===== src/rtl/mips_mem_pkg.sv =====
// Shared types and defaults for the MIPS memory-stage load/store unit.
// Holds the LSU state encoding and the W-stage bubble value.
package mips_mem_pkg;

  typedef enum logic [1:0] {
    S_IDLE,
    S_REQ,
    S_RSP,
    S_DONE
  } lsu_state_e;

  localparam logic [31:0] ERR_DATA_DEF = 32'hDEAD_BEEF;
  localparam int          TIMEOUT_DEF  = 64;
  localparam logic        REGW_BUBBLE  = 1'b0;

endpackage


===== src/rtl/mem_stage_lsu.sv =====
// MEM stage: data-memory request/response FSM plus the MEM/WB register.
// Stalls upstream while a load or store is outstanding.
module mem_stage_lsu
  import mips_mem_pkg::*;
#(
  parameter int          TIMEOUT_CYC = TIMEOUT_DEF,
  parameter logic [31:0] ERR_DATA    = ERR_DATA_DEF
) (
  input  logic        clk,
  input  logic        rst,
  input  logic        RegW_enable_M,
  input  logic        Mem_Write_M,
  input  logic        Mem_Read_M,
  input  logic        Result_src_M,
  input  logic [31:0] ALU_result_M,
  input  logic [31:0] Write_Data_M,
  input  logic [4:0]  RDadd_M,
  output logic        dmem_req_valid,
  input  logic        dmem_req_ready,
  output logic        dmem_req_we,
  output logic [31:0] dmem_req_addr,
  output logic [31:0] dmem_req_wdata,
  input  logic        dmem_rsp_valid,
  input  logic [31:0] dmem_rsp_rdata,
  output logic        stall_M,
  output logic        bus_err,
  output logic        RegW_enable_W,
  output logic        Result_src_W,
  output logic [31:0] ALU_result_W,
  output logic [31:0] Read_Data_W,
  output logic [4:0]  RDadd_W
);

  localparam int CW = $clog2(TIMEOUT_CYC + 1);

  lsu_state_e  state_q, state_d;
  logic [CW-1:0] cnt_q, cnt_d;

  logic        we_q, we_d;
  logic        regw_q, regw_d;
  logic        rsrc_q, rsrc_d;
  logic [31:0] addr_q, addr_d;
  logic [31:0] wdata_q, wdata_d;
  logic [31:0] rdata_q, rdata_d;
  logic [4:0]  rd_q, rd_d;

  logic        regw_w_q, regw_w_d;
  logic        rsrc_w_q, rsrc_w_d;
  logic [31:0] alu_w_q, alu_w_d;
  logic [31:0] rdat_w_q, rdat_w_d;
  logic [4:0]  rd_w_q, rd_w_d;

  logic        mem_op;
  logic        stall;
  logic        err;

  assign mem_op = Mem_Read_M | Mem_Write_M;

  always_comb begin
    state_d  = state_q;
    cnt_d    = cnt_q;
    we_d     = we_q;
    regw_d   = regw_q;
    rsrc_d   = rsrc_q;
    addr_d   = addr_q;
    wdata_d  = wdata_q;
    rdata_d  = rdata_q;
    rd_d     = rd_q;
    regw_w_d = regw_w_q;
    rsrc_w_d = rsrc_w_q;
    alu_w_d  = alu_w_q;
    rdat_w_d = rdat_w_q;
    rd_w_d   = rd_w_q;
    stall    = 1'b0;
    err      = 1'b0;
    unique case (state_q)
      S_IDLE: begin
        if (mem_op) begin
          we_d     = Mem_Write_M;
          regw_d   = RegW_enable_M;
          rsrc_d   = Result_src_M;
          addr_d   = ALU_result_M;
          wdata_d  = Write_Data_M;
          rd_d     = RDadd_M;
          rdata_d  = '0;
          cnt_d    = '0;
          stall    = 1'b1;
          regw_w_d = REGW_BUBBLE;
          state_d  = S_REQ;
        end else begin
          regw_w_d = RegW_enable_M;
          rsrc_w_d = Result_src_M;
          alu_w_d  = ALU_result_M;
          rdat_w_d = '0;
          rd_w_d   = RDadd_M;
        end
      end
      S_REQ: begin
        stall    = 1'b1;
        regw_w_d = REGW_BUBBLE;
        if (dmem_req_ready) begin
          if (we_q) begin
            state_d = S_DONE;
          end else if (dmem_rsp_valid) begin
            rdata_d = dmem_rsp_rdata;
            state_d = S_DONE;
          end else begin
            cnt_d   = '0;
            state_d = S_RSP;
          end
        end
      end
      S_RSP: begin
        stall    = 1'b1;
        regw_w_d = REGW_BUBBLE;
        cnt_d    = cnt_q + CW'(1);
        // a response on the final cycle beats the timeout
        if (dmem_rsp_valid) begin
          rdata_d = dmem_rsp_rdata;
          state_d = S_DONE;
        end else if (cnt_q == CW'(TIMEOUT_CYC - 1)) begin
          rdata_d = ERR_DATA;
          err     = 1'b1;
          state_d = S_DONE;
        end
      end
      S_DONE: begin
        regw_w_d = regw_q;
        rsrc_w_d = rsrc_q;
        alu_w_d  = addr_q;
        rdat_w_d = we_q ? 32'h0 : rdata_q;
        rd_w_d   = rd_q;
        state_d  = S_IDLE;
      end
      default: state_d = S_IDLE;
    endcase
  end

  always_ff @(posedge clk or negedge rst) begin
    if (!rst) begin
      state_q  <= S_IDLE;
      cnt_q    <= '0;
      we_q     <= 1'b0;
      regw_q   <= 1'b0;
      rsrc_q   <= 1'b0;
      addr_q   <= '0;
      wdata_q  <= '0;
      rdata_q  <= '0;
      rd_q     <= '0;
      regw_w_q <= 1'b0;
      rsrc_w_q <= 1'b0;
      alu_w_q  <= '0;
      rdat_w_q <= '0;
      rd_w_q   <= '0;
    end else begin
      state_q  <= state_d;
      cnt_q    <= cnt_d;
      we_q     <= we_d;
      regw_q   <= regw_d;
      rsrc_q   <= rsrc_d;
      addr_q   <= addr_d;
      wdata_q  <= wdata_d;
      rdata_q  <= rdata_d;
      rd_q     <= rd_d;
      regw_w_q <= regw_w_d;
      rsrc_w_q <= rsrc_w_d;
      alu_w_q  <= alu_w_d;
      rdat_w_q <= rdat_w_d;
      rd_w_q   <= rd_w_d;
    end
  end

  // the IDLE stall term is combinational on M, so mask it during reset
  assign stall_M        = rst & stall;
  assign bus_err        = err;
  assign dmem_req_valid = (state_q == S_REQ);
  assign dmem_req_we    = dmem_req_valid & we_q;
  assign dmem_req_addr  = dmem_req_valid ? addr_q : 32'h0;
  assign dmem_req_wdata = dmem_req_valid ? wdata_q : 32'h0;

  assign RegW_enable_W  = regw_w_q;
  assign Result_src_W   = rsrc_w_q;
  assign ALU_result_W   = alu_w_q;
  assign Read_Data_W    = rdat_w_q;
  assign RDadd_W        = rd_w_q;

endmodule


===== config.mk =====
export PLATFORM = sky130hd
export DESIGN_NAME = mem_stage_lsu
export DESIGN_NICKNAME = d
export VERILOG_FILES = /design/src/rtl/mips_mem_pkg.sv /design/src/rtl/mem_stage_lsu.sv
export SDC_FILE = /design/constraint.sdc
export NUM_CORES = 1
export LEC_CHECK = 0
export CAP_MARGIN = 20
export CORE_MARGIN = 5
export CORE_UTILIZATION = 35
export CTS_CLUSTER_SIZE = 10
export DETAILED_ROUTE_END_ITERATION = 8
export PLACE_DENSITY = 0.69
export SYNTH_ARGS = -nofsm -noshare
export SYNTH_HDL_FRONTEND = slang
export SYNTH_SLANG_ARGS = --single-unit

===== constraint.sdc =====
create_clock -name clk -period 5.4 [get_ports clk]
set_input_delay 1.08 -clock clk [delete_from_list [all_inputs] [get_ports clk]]
set_output_delay 1.08 -clock clk [all_outputs]
set_load 0.02 [all_outputs]

Yosys cells after proc, flatten, opt, wreduce, memory -nomap -nowiden
Index checks and enable logic that the tools add are counted.
{"block": "op_classes", "n_addsub": 1, "n_eq_ne": 11, "n_mux": 37, "n_bitwise": 3, "reduce_logical": 9}
{"operator": "2-to-1 mux 32 bit", "count": 11}
{"operator": "case mux 32 bit (2 select lines)", "count": 2}
{"operator": "case mux 32 bit (3 select lines)", "count": 1}
{"operator": "2-to-1 mux 7 bit", "count": 4}
{"operator": "case mux 7 bit (3 select lines)", "count": 1}
{"operator": "case mux 5 bit (2 select lines)", "count": 1}
{"operator": "2-to-1 mux 1 bit", "count": 8}
{"operator": "2-to-1 mux 2 bit", "count": 4}
{"operator": "inequality test 2 bit (second input constant)", "count": 4}
{"operator": "case mux 2 bit (4 select lines)", "count": 1}
{"operator": "adder 7 x 1 -> 7 bit (second input constant)", "count": 1}
{"operator": "== test 7 x 6 -> 1 bit (second input constant)", "count": 1}
{"operator": "AND reduction 6 bit", "count": 1}
{"operator": "2-to-1 mux 5 bit", "count": 1}
{"operator": "AND reduction 5 bit", "count": 1}
{"operator": "== test 2 bit (second input constant)", "count": 2}
{"operator": "inequality test 2 x 1 -> 1 bit (second input constant)", "count": 2}
{"operator": "case mux 1 bit (2 select lines)", "count": 2}
{"operator": "AND reduction 2 bit", "count": 2}
{"operator": "inequality test 3 bit (second input constant)", "count": 1}
{"operator": "case mux 1 bit (3 select lines)", "count": 1}
{"operator": "AND reduction 3 bit", "count": 1}
{"operator": "nonzero test 3 bit", "count": 1}
{"operator": "bitwise AND 1 bit", "count": 2}
{"operator": "other kinds (5)", "count": 5}
{"block": "word_totals", "register_bits": 184, "out_inout_bits": 139, "wordCells": 75}

Logic depth before layout (Yosys ltp)
Gate-level depths: netlist of run 1.
{"block": "logic_depth", "word_depth": 4, "ltp_mapped": 8}

Worst setup path before layout of run 1
Ideal clock, no wire load.
{"block": "synth_timing", "path_kind": "input to output", "start": "input dmem_rsp_valid", "end": "output bus_err", "arrival_time_ns": 2.134, "setup_slack_ns": 2.186, "cell_stages": 4, "cell_sequence": "inv_1 > clkbuf_1 > nand2_1 > nor4_1"}
{"block": "synth_between", "elab_chain_cells": 2}
{"item": "from (decl)", "line": "mem_stage_lsu.sv:23", "source": "input logic dmem_rsp_valid,"}
{"item": "2-to-1 mux 1 bit", "line": "mem_stage_lsu.sv:118", "source": "if (dmem_rsp_valid) begin"}
{"item": "2-to-1 mux 1 bit", "line": "mem_stage_lsu.sv:76", "source": "unique case (state_q)"}
{"item": "to (decl)", "line": "mem_stage_lsu.sv:26", "source": "output logic bus_err,"}
Every way passes these cells.

Final worst setup path of run 1
Ends and elaborated chain as after synthesis.

==> metrics.csv, run 1 <==
stage,metric,value,unit
critical_path,CP dominant cell by count,clkdlybuf4s50_1,
synth,Mapped Cells,777,
timing,minimum clock period,4.25,ns
timing,Finish-stage setup viols,0,
timing,worst-margin pin slew,1.02,ns
timing,final hold slack,0.479,ns
critical_path,CP Launch Type,input pin,
detailed_routing,vias,6349,
clocking,CTS max path bufs,2,
timing,max frequency,235,MHz
synth,Synth area leaders,"dfrtp_1, mux2_2, nand2_1",
synth,Post-synth ARST share,1.00,
timing,Slew HR,0.318,
detailed_routing,Routed Antenna Nets,0,
cells_and_area,net count reported at finish,1117,
detailed_routing,drt pass-1 iters,6,
die,Die X,165,um
critical_path,Crit Path Max Fanout,25,
clocking,Root Driver,clkbuf_16,
placed_design,post-DP HPWL,15.2,mm
synth,Ys Warns,0,
synth,"Seq/Total Area, Yosys",0.548,
critical_path,CP bufs+invs,3,
critical_path,type of the worst setup path,input pin to output port,
timing,"Hold Vio Cnt, Final",0,
synth,Synth Net Count,893,
cells_and_area,total of fill cells in the finished design,2201,
clocking,Worst-path clk slew,0.08,ns
clocking,worst skew pair latency,0.42,ns
synth,synthesized cell area,8400,um2
die,Die Area,27200,um2
cells_and_area,share of cells above drive strength 1,0.146,
synth,most numerous cell in the Yosys netlist,dfrtp_1,
critical_path,cell class contributing the biggest share of worst-path delay,buffers and inverters,
clocking,Post CTS Setup Buffer Count,0,
timing,setup TNS,0,ns
synth,post-synth cell types,30,
critical_path,endpoint class of the critical path,output port,
timing,Worst Skew,0.0108,ns
timing,Tcrit/Tclk final,0.788,
placed_design,GP Congestion,0.767,
detailed_routing,drt drc,0,
synth,Mean Syn Cell Area,10.8,um2
detailed_routing,Vias/cell,4.76,
die,I/O pin total,248,
clocking,Num CTS Buffers,17,
die,total core area,23500,um2
synth,Yosys top cell area share,0.548,
detailed_routing,per-cell routed wire length,16.5,um
cells_and_area,Multi-input gate area,3570,um2
detailed_routing,WL final,22.1,mm
pwr,P_leak,4.94,nW
die,Site Rows,56,
clocking,CTS tree,yes,
outcome,outcome,completed,
synth,synth cell count leaders,"dfrtp_1, nand2_1, o21ai_0",
cells_and_area,P&R area growth vs syn,40.9,%
pwr,Power per Cell Area,602,nW/um2
critical_path,CP required,4.32,ns
cells_and_area,post-layout util,0.503,
clocking,CTS resizes,0,
synth,Post-synth top flop,dfrtp_1,
clocking,CTS H-tree lvls,4,
global_routing,Congestion Overflow GR,0,
die,Initial Util,0.357,
critical_path,WP data arrival,3.17,ns
worst_hold_path,Worst Hold Class,flip-flop to flip-flop,
die,Die Span Y,165,um
pwr,Peak VDD IR,265,uV
job,# Max-Cap Violations,0,
clocking,count of hold-fix buffers inserted at cts,0,
critical_path,slowest CP cell,clkdlybuf4s50_1,
global_routing,Total GRT Usage,0.164,
global_routing,first-pass GRT wire length,35.5,mm
synth,Post-synth EDFFs,0,
clocking,clock sink total,184,
critical_path,largest stage delay on the critical path,0.67,ns
placed_design,I/O Buffers,247,
critical_path,CP Cell Sequence,clkdlybuf4s50_1 -> inv_1 -> nand2_1 -> nor4_1 -> clkdlybuf4s50_1,
synth,Yosys reg bits,184,
timing,Max Slew Vio Count,0,
detailed_routing,DR iter-0 viols,324,
global_routing,largest net degree at the start of global routing,71,
timing,RSZ-0062 raised after global routing,no,
synth,Synth area leader,dfrtp_1,
global_routing,initial antenna violation count,1,
cells_and_area,FF+latch area,4600,um2
global_routing,vias in the first global route,6594,
[final timing paths]
kind | cells past startpoint | slack, ns | end | start
worst min-delay path | 2 | 0.48 | Read_Data_W[29] | Read_Data_W[29]
worst max register to register | 8 | 2.13 | rdata_q[14] | state_q[1]
max in group asynchronous | 2 | 3.51 | wdata_q[15] | rst
worst max-delay path | 5 | 1.15 | bus_err | dmem_rsp_valid
worst min register to register | 2 | 0.48 | Read_Data_W[29] | Read_Data_W[29]
min in group asynchronous | 1 | 0.62 | Read_Data_W[29] | rst
[placed cells by master, fill, tap and decap left out, types with 2 or more instances in the layout]
master           instances
a21boi_0                24
and2_1                  66
buf_4                   12
bufinv_16                3
clkbuf_16               17
clkdlybuf4s50_1        246
clkinv_4                 2
clkinv_8                 3
dfrtp_1                184
ha_1                     5
ha_2                     2
inv_1                   12
inv_6                    2
inv_8                    5
mux2_2                  95
mux2i_1                 46
nand2_1                149
nand3_1                  9
nand3b_1                 2
nor2_1                   4
nor2b_1                  4
nor3b_1                  2
o21ai_0                102
o221ai_1                 2
or4b_1                   2
[power breakdown]
group | leakage, nW | internal [W] | switching (W) | total, W
Sequential | 2.33 | 0.00193 | 0.000302 | 0.00224
Clock | 0.320 | 0.000762 | 0.000606 | 0.00137
Combinational | 2.29 | 0.00168 | 0.00184 | 0.00352
[worst reg2reg max path, stage by stage (launching register included)]
cell and delay [ns]:
dfrtp_1 0.41, inv_1 0.11, ha_2 0.49, buf_4 0.34, nor2b_1 0.16, nor2_1 0.21
nand4b_2 0.83, buf_4 0.50, mux2i_1 0.13
[routing by layer]
metal,track usage,share of wire
met5,0,0
met4,0.0427,0.019
met3,0.0679,0.095
met2,0.254,0.46
met1,0.214,0.43
[layout make-up]
| cell class | count | area share |
|---|---|---|
| Clock buffer | 17 | 0.0359 |
| Timing Repair Buffer | 259 | 0.217 |
| Antenna cell | 1 | 0.000211 |
| Sequential cell | 184 | 0.389 |
| Clock inverter | 15 | 0.0194 |
| Tap cell | 319 | 0.0337 |
| Inverter | 12 | 0.00380 |
| Multi-Input combinational cell | 527 | 0.301 |
[sequential cells by signal (all words and copies together), names as in the netlist]
register       cells
ALU_result_W      32
RDadd_W            5
Read_Data_W       32
RegW_enable_W      1
Result_src_W       1
addr_q            32
cnt_q              7
rd_q               5
rdata_q           32
regw_q             1
rsrc_q             1
state_q            2
wdata_q           32
we_q               1
[cell families (layout without fill, tap and decap cells)]
group           count (synthesis)  count (layout)  synth area share
fa+ha+maj                       7               7            0.0104
flops                         184             184             0.548
other cells                     0               1                 0
buf+inv                        66             303            0.0307
compound gates                135             135            0.0907
simple gates                  244             244             0.138
mux                           141             141             0.182
[per-stage QoR]
stage                     total power (W)  cells  worst slack (ns)  cell area, um2
after CTS                         0.00725   1333              1.19           11800
after floorplan                   0.00441    777              2.19            8400
after global placement            0.00577   1301              1.24           11200
after detailed placement          0.00584   1301              1.21           11200
final                             0.00713   1334              1.15           11800
after global routing              0.00766   1334              1.07           11800
Note: power is estimated with default switching activity, not from simulation.
==> run 2, diff against run 1 <==
- PLACE_DENSITY: 0.69 -> 0.72
- clock period: 5.4 -> 3.5 ns (I/O delays scaled with it)
==> metrics.csv, run 2 (synthesis gave the netlist of run 1 again) <==
stage,metric,value,unit,change
timing,Max Slew Vio Count,0,,unchanged
clocking,Worst-path clk slew,0.08,ns,about the same
critical_path,endpoint class of the critical path,output port,,unchanged
critical_path,WP data arrival,2.44,ns,was 3.17 ns
pwr,overall power,0.0109,W,was 0.00713 W
pwr,Peak VDD IR,588,uV,was 265 uV
clocking,Num CTS Buffers,17,,unchanged
timing,max frequency,319,MHz,
placed_design,post-DP HPWL,15.2,mm,about the same
detailed_routing,per-cell routed wire length,16.5,um,about the same
cells_and_area,post-layout util,0.502,,was 0.503
timing,"Hold Vio Cnt, Final",0,,unchanged
detailed_routing,drt drc,0,,unchanged
cells_and_area,"commonest non-fill, non-tap cell in the layout",clkdlybuf4s50_1,,unchanged
detailed_routing,WL final,22.1,mm,about the same
job,# Max-Cap Violations,0,,unchanged
clocking,Post CTS Setup Buffer Count,0,,unchanged
critical_path,Crit Path Max Fanout,67,,was 25
worst_hold_path,Worst Hold Class,input pin to async pin,,was flip-flop to flip-flop
pwr,P_leak,4.92,nW,was 4.94 nW
global_routing,initial antenna violation count,1,,unchanged
placed_design,I/O Buffers,247,,unchanged
die,I/O pin total,248,,unchanged
die,Die Area,27200,um2,unchanged
die,total core area,23500,um2,unchanged
critical_path,CP Launch Type,flip-flop,,was input pin
cells_and_area,P&R area growth vs syn,40.7,%,was 40.9%
timing,Tcrit/Tclk final,0.897,,
clocking,CTS tree,yes,,unchanged
timing,Finish-stage setup viols,0,,unchanged
clocking,clock sink total,184,,unchanged
timing,Worst Skew,0.00972,ns,was 0.0108 ns
die,Initial Util,0.357,,unchanged
clocking,worst skew pair latency,0.42,ns,about the same
timing,Slew HR,0.377,,was 0.318
global_routing,Congestion Overflow GR,0,,unchanged
global_routing,Total GRT Usage,0.163,,was 0.164
die,Site Rows,56,,unchanged
timing,minimum clock period,3.14,ns,
critical_path,type of the worst setup path,flip-flop to output port,,was input pin to output port
outcome,outcome,completed,,unchanged
timing,RSZ-0062 raised after global routing,no,,unchanged
global_routing,GR Util met1,0.212,,was 0.214
global_routing,met2 Usage GRT,0.252,,was 0.254
clocking,CTS H-tree lvls,4,,unchanged
detailed_routing,Routed Antenna Nets,0,,unchanged
detailed_routing,Vias/cell,4.70,,was 4.76
global_routing,met3 Resource Use GR,0.0729,,was 0.0679
detailed_routing,vias,6268,,was 6349
detailed_routing,DR iter-0 viols,336,,was 324
cells_and_area,total of fill cells in the finished design,2154,,was 2201
clocking,CTS resizes,1,,was 0
cells_and_area,net count reported at finish,1119,,was 1117
clocking,Root Driver,clkbuf_16,,unchanged
cells_and_area,most frequent cells in the layout,"clkdlybuf4s50_1, dfrtp_1, nand2_1",,unchanged
global_routing,first-pass GRT wire length,35.1,mm,was 35.5 mm
detailed_routing,drt pass-1 iters,4,,was 6
timing,worst-margin pin slew,0.934,ns,was 1.02 ns
cells_and_area,share of cells above drive strength 1,0.148,,was 0.146
global_routing,vias in the first global route,6496,,was 6594
pwr,Power per Cell Area,920,nW/um2,was 602 nW/um2
die,Die X,165,um,unchanged
placed_design,GP Congestion,0.755,,was 0.767
cells_and_area,# diodes,0,,was 1
die,Die Span Y,165,um,unchanged
global_routing,largest net degree at the start of global routing,141,,was 71
global_routing,layer with the highest usage,met2,,unchanged
timing,setup TNS,0,ns,unchanged
clocking,CTS max path bufs,2,,unchanged
critical_path,CP required,2.80,ns,was 4.32 ns
clocking,count of hold-fix buffers inserted at cts,0,,unchanged
## run 2: where the power goes
group          total (W)  internal [W]  switching [W]
Sequential       0.00347       0.00298       0.000489
Combinational    0.00546       0.00263        0.00283
Clock            0.00194       0.00101       0.000929
Total             0.0109       0.00663        0.00424
## run 2: area by class of cell
cell class / count / area (um2) / area share
sequential: 184 / 4600 / 0.390
tap: 319 / 399 / 0.0338
clock inverter: 15 / 159 / 0.0134
timing repair buffer: 261 / 2610 / 0.220
inverter: 12 / 45.0 / 0.00381
multi-input combinational: 527 / 3580 / 0.303
clock buffer: 17 / 425 / 0.0360
## run 2: stage by stage
step	instances	hold WS [ns]	setup WS (ns)	cell area (um2)
4_1_cts	1335	0.416	0.308	11800
2_1_floorplan	777	0.404	0.950	8400
3_5_place_dp	1303	0.469	0.359	11200
6_report	1335	0.408	0.361	11800
3_3_place_gp	1303	0.460	0.404	11200
5_1_grt	1335	0.440	0.178	11800
## run 2: critical path: stages, from the launching register on
cell and delay (ns):
dfrtp_1 0.43, inv_1 0.16, ha_4 0.51, and2_1 0.22, clkdlybuf4s50_1 0.63
## run 2: final timing paths
path / start / end / slack, ns / cells past startpoint
worst max-delay path: state_q[1] / dmem_req_addr[14] / 0.36 / 4
worst min-delay path: rst / Read_Data_W[22] / 0.41 / 2
worst max register to register: state_q[1] / rdata_q[10] / 0.72 / 8
worst min register to register: ALU_result_W[23] / ALU_result_W[23] / 0.48 / 2
max in group asynchronous: rst / addr_q[21] / 1.68 / 3
min in group clk: ALU_result_W[23] / ALU_result_W[23] / 0.48 / 2
## run 2: metal layers
layer	routed length (um)	vias to the layer above
met4	284	2
met1	9710	2972
li1	-	3074
met2	9890	201
met5	13	-
met3	2190	19
==> run 3, diff against run 2 <==
- TNS_END_PERCENT: default -> 5
==> results of run 3 <==
Final layout, timing and power as in run 2 (identical DEF).
